$ cat config.mk
export PLATFORM = sky130hd
export DESIGN_NAME = mem_access_sequencer
export DESIGN_NICKNAME = d
export VERILOG_FILES = /design/src/rtl/mem_access_sequencer.sv
export SDC_FILE = /design/constraint.sdc
export NUM_CORES = 1
export LEC_CHECK = 0
export BUFFER_PORTS_ARGS = -buffer_cell sky130_fd_sc_hd__clkbuf_2
export CORE_MARGIN = 4
export CORE_UTILIZATION = 48
export CTS_CLUSTER_DIAMETER = 200
export DETAILED_ROUTE_END_ITERATION = 16
export PLACE_DENSITY = 0.8
export SLEW_MARGIN = 20
export SYNTH_ARGS = -nofsm -noshare
export SYNTH_HDL_FRONTEND = slang
export SYNTH_SLANG_ARGS = --single-unit
$ cat constraint.sdc
create_clock -name clock -period 2.46 [get_ports clock]
set_input_delay 0.123 -clock clock [delete_from_list [all_inputs] [get_ports clock]]
set_output_delay 0.123 -clock clock [all_outputs]
set_load 0.02 [all_outputs]
$ cat src/rtl/mem_access_sequencer.sv
// ============================================================================
//  Module      : mem_access_sequencer
//  Description : Issues one data-memory bus access per MEM-stage instruction,
//                owns the MEM/WB stall, drains flushed accesses, times out.
//  Revision    : 1.0  initial release
// ============================================================================
`default_nettype none

module mem_access_sequencer #(
    parameter int TIMEOUT = 255
) (
    input  logic        clock,
    input  logic        reset,
    input  logic        M_MemRead,
    input  logic        M_MemWrite,
    input  logic        M_Flush,
    input  logic        M_Stall_Ext,
    input  logic [31:0] M_Address,
    input  logic [31:0] M_WriteData,
    input  logic [3:0]  M_ByteEn,
    input  logic [31:0] DataMem_In,
    input  logic        DataMem_Ready,
    output logic        DataMem_Read,
    output logic [3:0]  DataMem_Write,
    output logic [29:0] DataMem_Address,
    output logic [31:0] DataMem_Out,
    output logic [31:0] M_ReadData,
    output logic        M_MemStall,
    output logic        WB_Stall,
    output logic        M_BusError
);

    localparam logic [1:0] c_IDLE   = 2'd0;
    localparam logic [1:0] c_ACCESS = 2'd1;
    localparam logic [1:0] c_HOLD   = 2'd2;
    localparam logic [1:0] c_DRAIN  = 2'd3;

    localparam logic       c_TO_EN   = (TIMEOUT != 0);
    localparam logic [7:0] c_TO_LAST = 8'(TIMEOUT - 1);

    logic [1:0]  r_state;
    logic        r_read;
    logic [3:0]  r_write;
    logic [29:0] r_addr;
    logic [31:0] r_wdata;
    logic [31:0] r_data;
    logic [7:0]  r_cnt;

    logic        w_req;
    logic        w_busy;
    logic        w_timeout;
    logic [7:0]  w_cnt_next;
    logic        w_unused_addr;

    assign w_unused_addr = ^M_Address[1:0];

    assign w_req      = (M_MemRead | M_MemWrite) & ~M_Flush;
    assign w_busy     = (r_state == c_ACCESS) | (r_state == c_DRAIN);
    // Ready always wins over an expiring timeout in the same cycle
    assign w_timeout  = c_TO_EN & w_busy & ~DataMem_Ready & (r_cnt == c_TO_LAST);
    assign w_cnt_next = (r_cnt == 8'hFF) ? r_cnt : r_cnt + 8'd1;

    assign DataMem_Read    = r_read;
    assign DataMem_Write   = r_write;
    assign DataMem_Address = r_addr;
    assign DataMem_Out     = r_wdata;
    assign M_BusError      = w_timeout;
    assign WB_Stall        = M_MemStall;

    always_comb begin
        M_MemStall = 1'b0;
        M_ReadData = 32'h0;
        case (r_state)
            c_IDLE: begin
                M_MemStall = w_req;
            end
            c_ACCESS: begin
                if (DataMem_Ready) begin
                    if (!M_Flush) begin
                        M_ReadData = DataMem_In;
                    end
                end else if (!w_timeout && !M_Flush) begin
                    M_MemStall = 1'b1;
                end
            end
            c_HOLD: begin
                M_ReadData = r_data;
            end
            c_DRAIN: begin
                M_MemStall = w_req;
            end
            default: begin
                M_MemStall = 1'b0;
            end
        endcase
    end

    always_ff @(posedge clock) begin
        if (reset) begin
            r_state <= c_IDLE;
            r_read  <= 1'b0;
            r_write <= 4'h0;
            r_addr  <= 30'h0;
            r_wdata <= 32'h0;
            r_data  <= 32'h0;
            r_cnt   <= 8'h0;
        end else begin
            case (r_state)
                c_IDLE: begin
                    if (w_req) begin
                        r_state <= c_ACCESS;
                        r_read  <= M_MemRead;
                        r_write <= M_MemWrite ? M_ByteEn : 4'h0;
                        r_addr  <= M_Address[31:2];
                        r_wdata <= M_WriteData;
                        r_cnt   <= 8'h0;
                    end
                end
                c_ACCESS: begin
                    if (DataMem_Ready || w_timeout) begin
                        r_read  <= 1'b0;
                        r_write <= 4'h0;
                        r_addr  <= 30'h0;
                        r_wdata <= 32'h0;
                        r_cnt   <= 8'h0;
                        if (DataMem_Ready && !M_Flush) begin
                            r_data <= DataMem_In;
                        end
                        // A flushed instruction never parks in HOLD
                        if (DataMem_Ready && M_Stall_Ext && !M_Flush) begin
                            r_state <= c_HOLD;
                        end else begin
                            r_state <= c_IDLE;
                        end
                    end else begin
                        r_cnt <= w_cnt_next;
                        if (M_Flush) begin
                            r_state <= c_DRAIN;
                        end
                    end
                end
                c_HOLD: begin
                    if (!M_Stall_Ext || M_Flush) begin
                        r_state <= c_IDLE;
                        r_data  <= 32'h0;
                    end
                end
                c_DRAIN: begin
                    if (DataMem_Ready || w_timeout) begin
                        r_state <= c_IDLE;
                        r_read  <= 1'b0;
                        r_write <= 4'h0;
                        r_addr  <= 30'h0;
                        r_wdata <= 32'h0;
                        r_cnt   <= 8'h0;
                    end else begin
                        r_cnt <= w_cnt_next;
                    end
                end
                default: begin
                    r_state <= c_IDLE;
                end
            endcase
        end
    end

endmodule

`default_nettype wire

==> metrics, run 1 <==
count of standard-cell rows=36; Sw Ratio=0.3107; actual slew at the worst max-slew pin=0.7448 ns; run status=completed; max incr delay on CP=0.41 ns; most frequently used flop master after synthesis=sky130_fd_sc_hd__dfxtp_1; crit path max-delay cell type=sky130_fd_sc_hd__dfxtp_1; Post-CTS Setup Inserts=0; clock tree from TritonCTS=done; nets@finish=918; final count of negative-setup-slack endpoints=0; share of the synthesized area in the top cell type=0.4375; final worst-path cycle share=0.9246; Core Footprint=9955 um2; count of synthesis-stage warnings from yosys=0; FF+latch area=2182 um2; data arrival at the endpoint of the critical path=2.15 ns; placed standard-cell area=6086 um2; clk_skew=0.01321 ns; average instance area after synthesis=8.827 um2; filler cell count=740; die area=12080 um2; Synth area leader=sky130_fd_sc_hd__dfxtp_1; final wirelength=14870 um; count of nets left with antenna violations after detail routing=0; Hold Vio Cnt, Final=0; Port Buffer Count=206; reported leakage power=3.145 nW; Chip Width=109.9 um; fraction of power consumed by the clock network=0.272; detailed-router iteration count before antenna repair=8; Clock Tree Root=sky130_fd_sc_hd__clkbuf_8; Pwr per Cell Area=625.0 nW/um2; Maximum Capacitance Violations=0; element type at the critical path start=flip-flop; reported net switching power=1.335 mW; Hold Path Origin=M_ByteEn[2]; antenna violations before repair=0; total area of multi-input combinational cells=2592 um2; count of pins over their slew limit=0; number of buffers inserted during clock tree synthesis=9; I/O pin cnt=209; all-layer global routing usage=0.2406; drt via density=5.338; DP Wirelength=9438 um; global-route wire length before repair=23440 um; Internal Power=2.962 mW; largest cells by area after synthesis=sky130_fd_sc_hd__dfxtp_1 (44%), sky130_fd_sc_hd__mux2i_1 (13%), sky130_fd_sc_hd__nand2_1 (10%); maximum clock insertion buffer count=2; area growth from synthesis to layout=37.83%; Synthesized Nets=679; post-route cell area=6874 um2; Final Power=4.297 mW; Hold Crit Class=in2reg; count of flip-flops with a built-in enable after synthesis=0; routed wirelength normalized by instance count=15.78 um; fraction of registers with async set/reset=0; worst min-delay path endpoint=DataMem_Write[2]; crit-path max FO=5; minimum setup slack after placement=0.2673 ns; netlist area before placement=4987 um2; maximum level of the CTS H-tree=3; setup slack of the critical path after layout=0.1854 ns; share of the core filled with cells in the final layout=0.6905; total overflow reported by the global router=0; via count of the first global-routing pass=4936; RR Startpoint=r_state[1]; class of the most critical setup path=reg2out; required time reported for the critical path endpoint=2.34 ns; drt first-iter violations=457; number of remaining DRC errors=0; maximum ir drop on the vdd rail=0.3205 mV; Starting Density=0.5010; largest net degree at the start of global routing=64; maximum clock frequency=439.6 MHz; antenna cells=0; Critical Path Source=r_cnt[0]; Final GP Congestion=0.8473; element type at the critical path end=output pin; logic gate share of total power=0.264; clock transition at the registers of the reported paths=0.10 ns; register bit total from synthesis=109; number of cells on the worst hold path=3; CTS sink cnt=109; number of instances in the synthesized netlist=565; flop2flop setup slack=0.26 ns; Chip Height=109.9 um; setup repair after global routing missed its margin=no; depth of the most critical reg-to-reg path=8; Min Clock Period, post-route=2.275 ns; sequential share of the synthesized area=0.4375; worst slew slack as a fraction of its limit=0.5021; layout cells sized above 1=0.2967; Seq pwr share=0.464; setup TNS=0 ns; Skew-Pair Late Insertion Delay=0.36 ns; endpoint of the lowest-slack register-to-register path=DataMem_Out[18]; Synth cell types=39; ordered list of cells on the worst path=inv_1, ha_1, nand3_1, nor2_1, o32a_1, nor3_1, clkbuf_2; total vias in the final route=5028
-- cell usage in the layout, fill, tap and decap left out, types with 4 or more instances in the layout --
cell type                       netlist  final
sky130_fd_sc_hd__clkbuf_2             0    206
sky130_fd_sc_hd__nand2_1            134    134
sky130_fd_sc_hd__dfxtp_1            109    109
sky130_fd_sc_hd__mux2i_1             67     67
sky130_fd_sc_hd__a22oi_1             65     65
sky130_fd_sc_hd__dlygate4sd3_1        0     57
sky130_fd_sc_hd__nor2_1              35     35
sky130_fd_sc_hd__nor2b_1             35     34
sky130_fd_sc_hd__clkbuf_8             0      9
sky130_fd_sc_hd__buf_4                1      9
sky130_fd_sc_hd__nand3_1              7      7
sky130_fd_sc_hd__ha_1                 7      7
sky130_fd_sc_hd__o211ai_1             6      6
sky130_fd_sc_hd__a32o_1               6      6
sky130_fd_sc_hd__inv_1                5      4
sky130_fd_sc_hd__nor3_1               5      4
sky130_fd_sc_hd__a21oi_1              4      4
sky130_fd_sc_hd__nor3b_1              4      4
-- metrics by stage --
step / cells / hold WS [ns]
floorplan: 565 / 0.2618
finish: 942 / 0.01346
detailed placement: 869 / 0.3578
global placement: 869 / 0.3490
global route: 942 / -0.001416
CTS: 941 / 0.0006166
-- per-layer routing --
layer  wire length, um  track usage  part of all wire  vias up
li1                  -            -                 -     2444
met1              5799       0.2752              0.39     2337
met2              7436       0.4272              0.50      212
met3              1240      0.06459             0.083       35
met4               392      0.08727             0.026        0
met5                 0            0                 0        -
-- area by class of cell --
cell class,instances,area share
multi-input cells,405,0.3771
flip-flops and latches,109,0.3174
repair buffers,274,0.2474
well taps,133,0.02421
clock buffers,10,0.01857
clock inverters,6,0.01256
inverters,5,0.002730
-- timing repair --
item	CTS	global route
resized for setup	0	1
hold buffers	56	1
endpoints found under the hold margin	56	1
setup endpoints to repair	0	13
-- registers in the layout (all words and copies together), names as in the netlist --
| name | cells |
|---|---|
| DataMem_Address | 30 |
| DataMem_Out | 32 |
| DataMem_Read | 1 |
| DataMem_Write | 4 |
| r_cnt | 8 |
| r_data | 32 |
| r_state | 2 |
-- logic make-up (layout without fill, tap and decap cells) --
family | Yosys count | after routing | share of synthesized area
and+or+nand+nor | 235 | 235 | 0.2127
DFF | 109 | 109 | 0.4375
AOI/OAI and AO/OA | 96 | 96 | 0.1503
muxes | 67 | 67 | 0.1345
buffers and inverters | 51 | 295 | 0.04741
adders and majority gates | 7 | 7 | 0.01756
-- worst max-delay path, delay by kind of cell, from the launching register on --
kind	cells	cell delay [ns]
compound gates	1	0.29
fa+ha+maj	1	0.22
buf+inv	2	0.32
flops	1	0.41
simple gates	3	0.55
-- cell usage after synthesis (2+ instances only) --
cell	number
sky130_fd_sc_hd__mux2i_1	67
sky130_fd_sc_hd__and3b_1	2
sky130_fd_sc_hd__nor3b_1	4
sky130_fd_sc_hd__a32o_1	6
sky130_fd_sc_hd__and3_1	3
sky130_fd_sc_hd__ha_1	7
sky130_fd_sc_hd__a21oi_1	4
sky130_fd_sc_hd__o21bai_1	4
sky130_fd_sc_hd__or4_1	2
sky130_fd_sc_hd__o211ai_1	6
sky130_fd_sc_hd__nor4_1	3
sky130_fd_sc_hd__inv_1	5
sky130_fd_sc_hd__nor2_1	35
sky130_fd_sc_hd__nor2b_1	35
sky130_fd_sc_hd__buf_6	4
sky130_fd_sc_hd__nand2_1	134
sky130_fd_sc_hd__o21ai_0	2
sky130_fd_sc_hd__nor3_1	5
sky130_fd_sc_hd__clkbuf_1	31
sky130_fd_sc_hd__dfxtp_1	109
sky130_fd_sc_hd__buf_2	9
sky130_fd_sc_hd__a22oi_1	65
sky130_fd_sc_hd__nand3_1	7
-- worst max-delay path by stage --
stage,endpoint,slack (ns),cells past startpoint
floorplan,WB_Stall,0.45,7
global placement,r_data[6],0.22,6
detailed placement,DataMem_Out[18],0.27,8
CTS,M_ReadData[23],0.13,6
global route,M_MemStall,0.02,7
finish,WB_Stall,0.19,7
-- power by group through the flow --
stage / logic, mW / clock network [mW] / registers, mW
after floorplan: 0.571 / 0 / 2.17
after global placement: 1.02 / 0 / 2.02
after detailed placement: 1.05 / 0 / 2.03
after CTS: 1.12 / 1.19 / 1.99
after global routing: 1.22 / 1.26 / 2.01
final: 1.14 / 1.17 / 1.99
(Power assumes the default switching activity.)
==> run 2, diff against run 1 <==
--- a/config.mk
+++ b/config.mk
@@ -11,6 +11,7 @@
 export CTS_CLUSTER_DIAMETER = 200
 export DETAILED_ROUTE_END_ITERATION = 16
 export PLACE_DENSITY = 0.8
+export REMOVE_ABC_BUFFERS = 1
 export SLEW_MARGIN = 20
 export SYNTH_ARGS = -nofsm -noshare
 export SYNTH_HDL_FRONTEND = slang
==> run 2 against run 1 <==
Net effect:
- critical path depth is 1 higher
- sequential share of layout area fell by 0.098 points
- clock power decreased by 12%
- first-iteration DRC count rose by 19%
- global-route usage grew 2.8 points
- count of clock-buffer cells in the layout did not move
- wire length is 8.4% higher
- register-to-register slack worse by 0.05 ns
- worst hold slack improved by 0.0081 ns
- sequential power barely moved
- combinational power about the same
==> metrics, run 2 (synthesis results as in run 1) <==
run status=completed; count of nets left with antenna violations after detail routing=0 (unchanged); data arrival at the endpoint of the critical path=2.52 ns (+0.37 ns); CTS sink cnt=109 (unchanged); clock tree from TritonCTS=done; placed standard-cell area=6101 um2 (+0.25%); crit-path max FO=67 (+62); all-layer global routing usage=0.2688 (+0.02825); final wirelength=16110 um (+8.4%); maximum level of the CTS H-tree=3 (unchanged); Post-CTS Setup Inserts=0 (unchanged); maximum clock insertion buffer count=2 (unchanged); Hold Crit Class=in2reg; Chip Width=109.9 um (unchanged); endpoint of the lowest-slack register-to-register path=DataMem_Out[4]; drt via density=5.549 (+4.0%); final worst-path cycle share=0.9146 (-0.01005); DP Wirelength=9821 um (+4.1%); max incr delay on CP=0.42 ns (about the same); largest net degree at the start of global routing=68 (+6.3%); crit path max-delay cell type=sky130_fd_sc_hd__dfxtp_1; post-route cell area=6895 um2 (+0.31%); worst min-delay path endpoint=DataMem_Write[3]; I/O pin cnt=209 (unchanged); Hold Path Origin=M_ByteEn[3]; Chip Height=109.9 um (unchanged); actual slew at the worst max-slew pin=0.7712 ns (+0.02641 ns); class of the most critical setup path=reg2reg; final count of negative-setup-slack endpoints=0 (unchanged); area growth from synthesis to layout=38.26%; Starting Density=0.5010 (unchanged); Skew-Pair Late Insertion Delay=0.35 ns (about the same); clock transition at the registers of the reported paths=0.09 ns (about the same); Min Clock Period, post-route=2.250 ns (-0.02473 ns); Core Footprint=9955 um2 (unchanged); via count of the first global-routing pass=5376 (+8.9%); count of standard-cell rows=36 (unchanged); antenna violations before repair=1 (+1); worst slew slack as a fraction of its limit=0.4845 (-0.01765); most frequent cells in the layout=sky130_fd_sc_hd__clkbuf_2 (206), sky130_fd_sc_hd__nand2_1 (134), sky130_fd_sc_hd__dfxtp_1 (109); Clock Tree Root=sky130_fd_sc_hd__clkbuf_8; total overflow reported by the global router=0 (unchanged); setup TNS=0 ns (unchanged); global-route wire length before repair=25830 um (+10%); total vias in the final route=5249 (+4.4%); leading cell type in the layout, fill and taps excluded=sky130_fd_sc_hd__clkbuf_2; Hold Vio Cnt, Final=0 (unchanged); RR Startpoint=r_state[1]; count of pins over their slew limit=0 (unchanged); Maximum Capacitance Violations=0 (unchanged); layout cells sized above 1=0.2956 (-0.001096); Final GP Congestion=0.8483 (+0.12%); reported leakage power=3.158 nW (+0.41%); die area=12080 um2 (unchanged); depth of the most critical reg-to-reg path=8 (unchanged); share of the core filled with cells in the final layout=0.6927 (+0.002137); element type at the critical path end=flip-flop; element type at the critical path start=flip-flop; drt first-iter violations=546 (+19%); maximum clock frequency=444.5 MHz (+1.1%); clk_skew=0.01020 ns (-0.003009 ns); Port Buffer Count=206 (unchanged); routed wirelength normalized by instance count=17.03 um (+7.9%); number of remaining DRC errors=0 (unchanged); flop2flop setup slack=0.21 ns (-0.05 ns); Pwr per Cell Area=608.1 nW/um2 (-2.7%); maximum ir drop on the vdd rail=0.3681 mV (+15%); number of placed cells counting well taps=870 (+0.12%); number of cells on the worst hold path=3 (unchanged); setup repair after global routing missed its margin=no; required time reported for the critical path endpoint=2.73 ns (+0.39 ns); number of buffers inserted during clock tree synthesis=9 (unchanged); detailed-router iteration count before antenna repair=5 (-3); post-route insts no fill=946 (+0.42%); nets@finish=923 (+0.54%); ordered list of cells on the worst path=inv_1, ha_1, buf_4, o21bai_4, nor3_4, o31ai_4, buf_12, mux2i_1
[run 2: worst max path at each step]
stage | startpoint | end | slack [ns] | cells past startpoint
after floorplan | r_state[1] | DataMem_Write[0] | -2.09 | 5
after global placement | r_state[1] | r_data[15] | 0.28 | 6
after detailed placement | r_state[1] | DataMem_Address[9] | 0.29 | 8
after CTS | r_cnt[0] | M_MemStall | 0.13 | 7
after global routing | r_state[1] | M_ReadData[22] | 0.08 | 7
final | r_state[1] | DataMem_Out[4] | 0.21 | 8
[run 2: cell type report]
type	instances	area, um2
Antenna cell	1	2.502
Clock buffer	10	127.6
Clock inverter	4	48.80
Fill cell	696	3059
Inverter	5	18.77
Multi-Input combinational cell	405	2592
Sequential cell	109	2182
Tap cell	133	166.4
Timing Repair Buffer	279	1757
[run 2: per-stage QoR]
stage | total power, mW | hold WS, ns | setup WS (ns)
after global routing | 4.394 | 0.009403 | 0.07713
after CTS | 4.180 | 0.002181 | 0.1252
after detailed placement | 3.081 | 0.3540 | 0.2854
after floorplan | 2.723 | 0.1921 | -2.086
after global placement | 3.049 | 0.3486 | 0.2787
final | 4.193 | 0.02157 | 0.2101
[run 2: power breakdown]
part           switching (mW)  leakage, nW  total (mW)  internal (mW)
logic                   0.684         2.18        1.17          0.482
registers              0.0890        0.889        2.00           1.91
clock network           0.566       0.0924        1.03          0.462
total                    1.34         3.16        4.19           2.85
[run 2: metal layers]
layer,up-vias,track usage,share of wire
li1,2448,-,-
met1,2482,0.3043,0.37
met2,260,0.4580,0.51
met3,59,0.08162,0.088
met4,0,0.1309,0.036
met5,-,0,0
[run 2: critical path: cells and delay by family, from the launching register on]
| kind | cells | cell delay (ns) |
|---|---|---|
| flops | 1 | 0.42 |
| mux | 1 | 0.31 |
| compound gates | 2 | 0.40 |
| buf+inv | 3 | 0.69 |
| simple gates | 1 | 0.09 |
| fa+ha+maj | 1 | 0.20 |
[run 2: timing repair]
item	4_1_cts	5_1_grt
endpoints found under the hold margin	61	0
resized for setup	0	1
setup endpoints to repair	0	2
hold buffers	61	0
==> run 3, diff against run 2 <==
--- a/config.mk
+++ b/config.mk
@@ -5,12 +5,13 @@
 export SDC_FILE = /design/constraint.sdc
 export NUM_CORES = 1
 export LEC_CHECK = 0
+export ABC_AREA = 1
 export BUFFER_PORTS_ARGS = -buffer_cell sky130_fd_sc_hd__clkbuf_2
 export CORE_MARGIN = 4
-export CORE_UTILIZATION = 48
+export CORE_UTILIZATION = 50
 export CTS_CLUSTER_DIAMETER = 200
 export DETAILED_ROUTE_END_ITERATION = 16
-export PLACE_DENSITY = 0.8
+export PLACE_DENSITY = 0.81
 export REMOVE_ABC_BUFFERS = 1
 export SLEW_MARGIN = 20
 export SYNTH_ARGS = -nofsm -noshare
==> run 3 against run 2 <==
Net effect:
- highest routed layer unchanged
- via count rose by 13%
- combinational power rose to 4.4 times the previous value
- clock power barely moved
==> metrics, run 3 <==
list of most frequent post-synthesis cells=sky130_fd_sc_hd__nand2_1 (268), sky130_fd_sc_hd__nor2_1 (157), sky130_fd_sc_hd__dfxtp_1 (109), sky130_fd_sc_hd__nand3_1 (80), sky130_fd_sc_hd__a21oi_1 (41); total overflow reported by the global router=0 (unchanged); Maximum Capacitance Violations=0 (unchanged); maximum clock frequency=430.6 MHz (-3.1%); arithmetic-cell share of the synthesized area counting full adders, half adders and majority gates=0.01592 (-0.001645); max incr delay on CP=0.40 ns (-0.02 ns); via count of the first global-routing pass=5188 (-3.5%); Internal Power=4.640 mW (+63%); most frequently used flop master after synthesis=sky130_fd_sc_hd__dfxtp_1; crit-path max FO=32 (-52%); Skew-Pair Late Insertion Delay=0.37 ns (+0.02 ns); register bit total from synthesis=109 (unchanged); most frequent cells in the layout=sky130_fd_sc_hd__nand2_1 (268), sky130_fd_sc_hd__clkbuf_2 (206), sky130_fd_sc_hd__nor2_1 (157); Port Buffer Count=206 (unchanged); required time reported for the critical path endpoint=2.34 ns (-0.39 ns); clk_skew=0.01823 ns (+0.008031 ns); leading cell type in the layout, fill and taps excluded=sky130_fd_sc_hd__nand2_1; number of placed cells counting well taps=1136 (+31%); Chip Width=112.9 um (+2.7%); Synth cell types=27 (-31%); count of synthesis-stage warnings from yosys=0 (unchanged); fraction of power consumed by the clock network=0.115 (-0.130); count of nets left with antenna violations after detail routing=0 (unchanged); maximum ir drop on the vdd rail=0.7678 mV (+110%); antenna violations before repair=0 (-1); logic gate share of total power=0.555 (+0.277); share of the core filled with cells in the final layout=0.6527 (-0.04001); antenna cells=0 (-1); number of cells on the worst hold path=3 (unchanged); Hold Vio Cnt, Final=0 (unchanged); placed standard-cell area=6548 um2 (+7.3%); total vias in the final route=5930 (+13%); worst slew slack as a fraction of its limit=0.6561 (+0.1716); routed wirelength normalized by instance count=13.01 um (-24%); maximum level of the CTS H-tree=3 (unchanged); Sw Ratio=0.4938 (+0.1745); count of pins over their slew limit=0 (unchanged); filler cell count=977 (+40%); drt via density=5.017 (-9.6%); Clock Tree Root=sky130_fd_sc_hd__clkbuf_8; setup TNS=0 ns (unchanged); endpoint of the lowest-slack register-to-register path=DataMem_Address[15]; Final Hold Slack=0.01355 ns (-0.008019 ns); number of remaining DRC errors=0 (unchanged); element type at the critical path end=output pin; Pwr per Cell Area=1301 nW/um2 (+110%); sequential share of the synthesized area=0.3965 (-0.04099); Final GP Congestion=0.8375 (-1.3%); Seq pwr share=0.330 (-0.147); area growth from synthesis to layout=28.01%; Worst path most repeated cell=sky130_fd_sc_hd__inv_1; count of flip-flops with a built-in enable after synthesis=0 (unchanged); post-route cell area=7044 um2 (+2.2%); Setup crit end=M_ReadData[26]; largest cells by area after synthesis=sky130_fd_sc_hd__dfxtp_1 (40%), sky130_fd_sc_hd__nand2_1 (18%), sky130_fd_sc_hd__nor2_1 (11%); data arrival at the endpoint of the critical path=2.20 ns (-0.32 ns); final worst-path cycle share=0.9441 (+0.02953); drt first-iter violations=628 (+15%); mux share of post-synthesis cell area=0 (-0.1345); final count of negative-setup-slack endpoints=0 (unchanged); number of buffers inserted during clock tree synthesis=9 (unchanged); ordered list of cells on the worst path=inv_1, ha_1, nand3_1, inv_1, buf_8, nand2_1, a21oi_1, clkbuf_2; DP Wirelength=10150 um (+3.3%); nets@finish=1151 (+25%); die area=12750 um2 (+5.5%); depth of the most critical reg-to-reg path=11 (+3); global-route wire length before repair=24640 um (-4.6%); share of the synthesized area in the top cell type=0.3965 (-0.04099); Critical Path Source=r_state[1]; largest family of logic cells by synthesized area=simple AND/OR/NAND/NOR gates; Hold Crit Class=in2reg; actual slew at the worst max-slew pin=0.5159 ns (-0.2554 ns); Final Power=9.165 mW (+120%); Core Footprint=10790 um2 (+8.4%); clock tree from TritonCTS=done; Synth Area in Compound Gates=0.08686 (-0.06342); I/O pin cnt=209 (unchanged); largest net degree at the start of global routing=65 (-4.4%); reported leakage power=3.516 nW (+11%); setup slack of the critical path after layout=0.1375 ns (-0.07264 ns); RR Startpoint=r_state[1]; clock transition at the registers of the reported paths=0.11 ns (+0.02 ns); Chip Height=112.9 um (+2.7%); number of instances in the synthesized netlist=834 (+48%); post-route insts no fill=1182 (+25%); detailed-router iteration count before antenna repair=7 (+2); Min Clock Period, post-route=2.323 ns (+0.07264 ns); Starting Density=0.5099 (+0.008848); xor-xnor portion of the synthesized cell area=0 (unchanged); reported net switching power=4.526 mW (+240%); final wirelength=15380 um (-4.5%); layout cells sized above 1=0.2735 (-0.02205); crit path max-delay cell type=sky130_fd_sc_hd__dfxtp_1; most repeated cell in the gate-level netlist after synthesis=sky130_fd_sc_hd__nand2_1; all-layer global routing usage=0.2295 (-0.03928); count of standard-cell rows=38 (+5.6%); run status=completed; simple logic cell fraction of the synthesized area=0.4193 (+0.2065); Synth area leader=sky130_fd_sc_hd__dfxtp_1; average instance area after synthesis=6.598 um2 (-25%); minimum setup slack after placement=0.3189 ns (+0.03355 ns); maximum clock insertion buffer count=2 (unchanged); class of the most critical setup path=reg2out; flop2flop setup slack=0.25 ns (+0.04 ns); fraction of registers with async set/reset=0 (unchanged); netlist area before placement=5503 um2 (+10%); element type at the critical path start=flip-flop; CTS sink cnt=109 (unchanged)
[run 3: changes by cell type after synthesis, moves of 8 or more]
| cell | before | now |
|---|---|---|
| sky130_fd_sc_hd__nand2_1 | 134 | 268 |
| sky130_fd_sc_hd__nor2_1 | 35 | 157 |
| sky130_fd_sc_hd__nand3_1 | 7 | 80 |
| sky130_fd_sc_hd__mux2i_1 | 67 | 0 |
| sky130_fd_sc_hd__a22oi_1 | 65 | 0 |
| sky130_fd_sc_hd__a21oi_1 | 4 | 41 |
| sky130_fd_sc_hd__nor2b_1 | 35 | 0 |
| sky130_fd_sc_hd__a211oi_1 | 1 | 32 |
| sky130_fd_sc_hd__nor2_2 | 0 | 31 |
| sky130_fd_sc_hd__inv_1 | 5 | 26 |
| sky130_fd_sc_hd__buf_4 | 1 | 9 |
[run 3: final cells by class]
cell class	instances	area, um2	share of cell area
Tap cell	140	175.2	0.02487
Sequential cell	109	2182	0.3098
Timing Repair Buffer	252	1496	0.2124
Clock buffer	9	123.9	0.01758
Clock inverter	7	65.06	0.009236
Multi-Input combinational cell	635	2888	0.4099
Inverter	30	113.9	0.01616
[run 3: how the worst min path moves through the flow]
stage	start	end	slack [ns]
CTS	DataMem_In[10]	r_data[10]	0.0002
global route	DataMem_In[10]	r_data[10]	0.02
detailed placement	DataMem_In[26]	r_data[26]	0.38
finish	DataMem_In[10]	r_data[10]	0.01
global placement	DataMem_In[24]	r_data[24]	0.38
floorplan	reset	r_cnt[1]	0.19
[run 3: power by group through the flow]
stage | sequential [mW] | combinational, mW | clock [mW]
2_1_floorplan | 3.71 | 2.75 | 0
3_3_place_gp | 3.02 | 4.97 | 0
3_5_place_dp | 3.06 | 5.02 | 0
4_1_cts | 3.02 | 5.07 | 1.09
5_1_grt | 3.12 | 5.68 | 1.15
6_report | 3.02 | 5.09 | 1.06
[run 3: cell families (layout without fill, tap and decap cells)]
logic type / count (synthesis) / count (layout)
buffers and inverters: 90 / 298
and+or+nand+nor: 550 / 550
AOI/OAI and AO/OA: 78 / 78
adders and majority gates: 7 / 7
DFF: 109 / 109
[run 3: what timing repair did]
action	CTS	global route
endpoints found under the setup margin	0	11
endpoints found under the hold margin	30	0
buffers inserted	0	0
gates resized for setup	0	2
hold buffers	30	0
[run 3: metal layers]
layer	global-route usage	vias to the layer above	routed length, um
met1	0.3088	2590	6712
met2	0.3709	260	6998
li1	-	3059	-
met3	0.05401	21	1436
met4	0.06250	0	235
met5	0	-	0
[run 3: critical path: cells and delay by family (launching register included)]
family                     cells  cell delay [ns]
buffers and inverters          4             0.71
DFF                            1             0.40
and+or+nand+nor                2             0.27
adders and majority gates      1             0.25
AOI/OAI and AO/OA              1             0.20
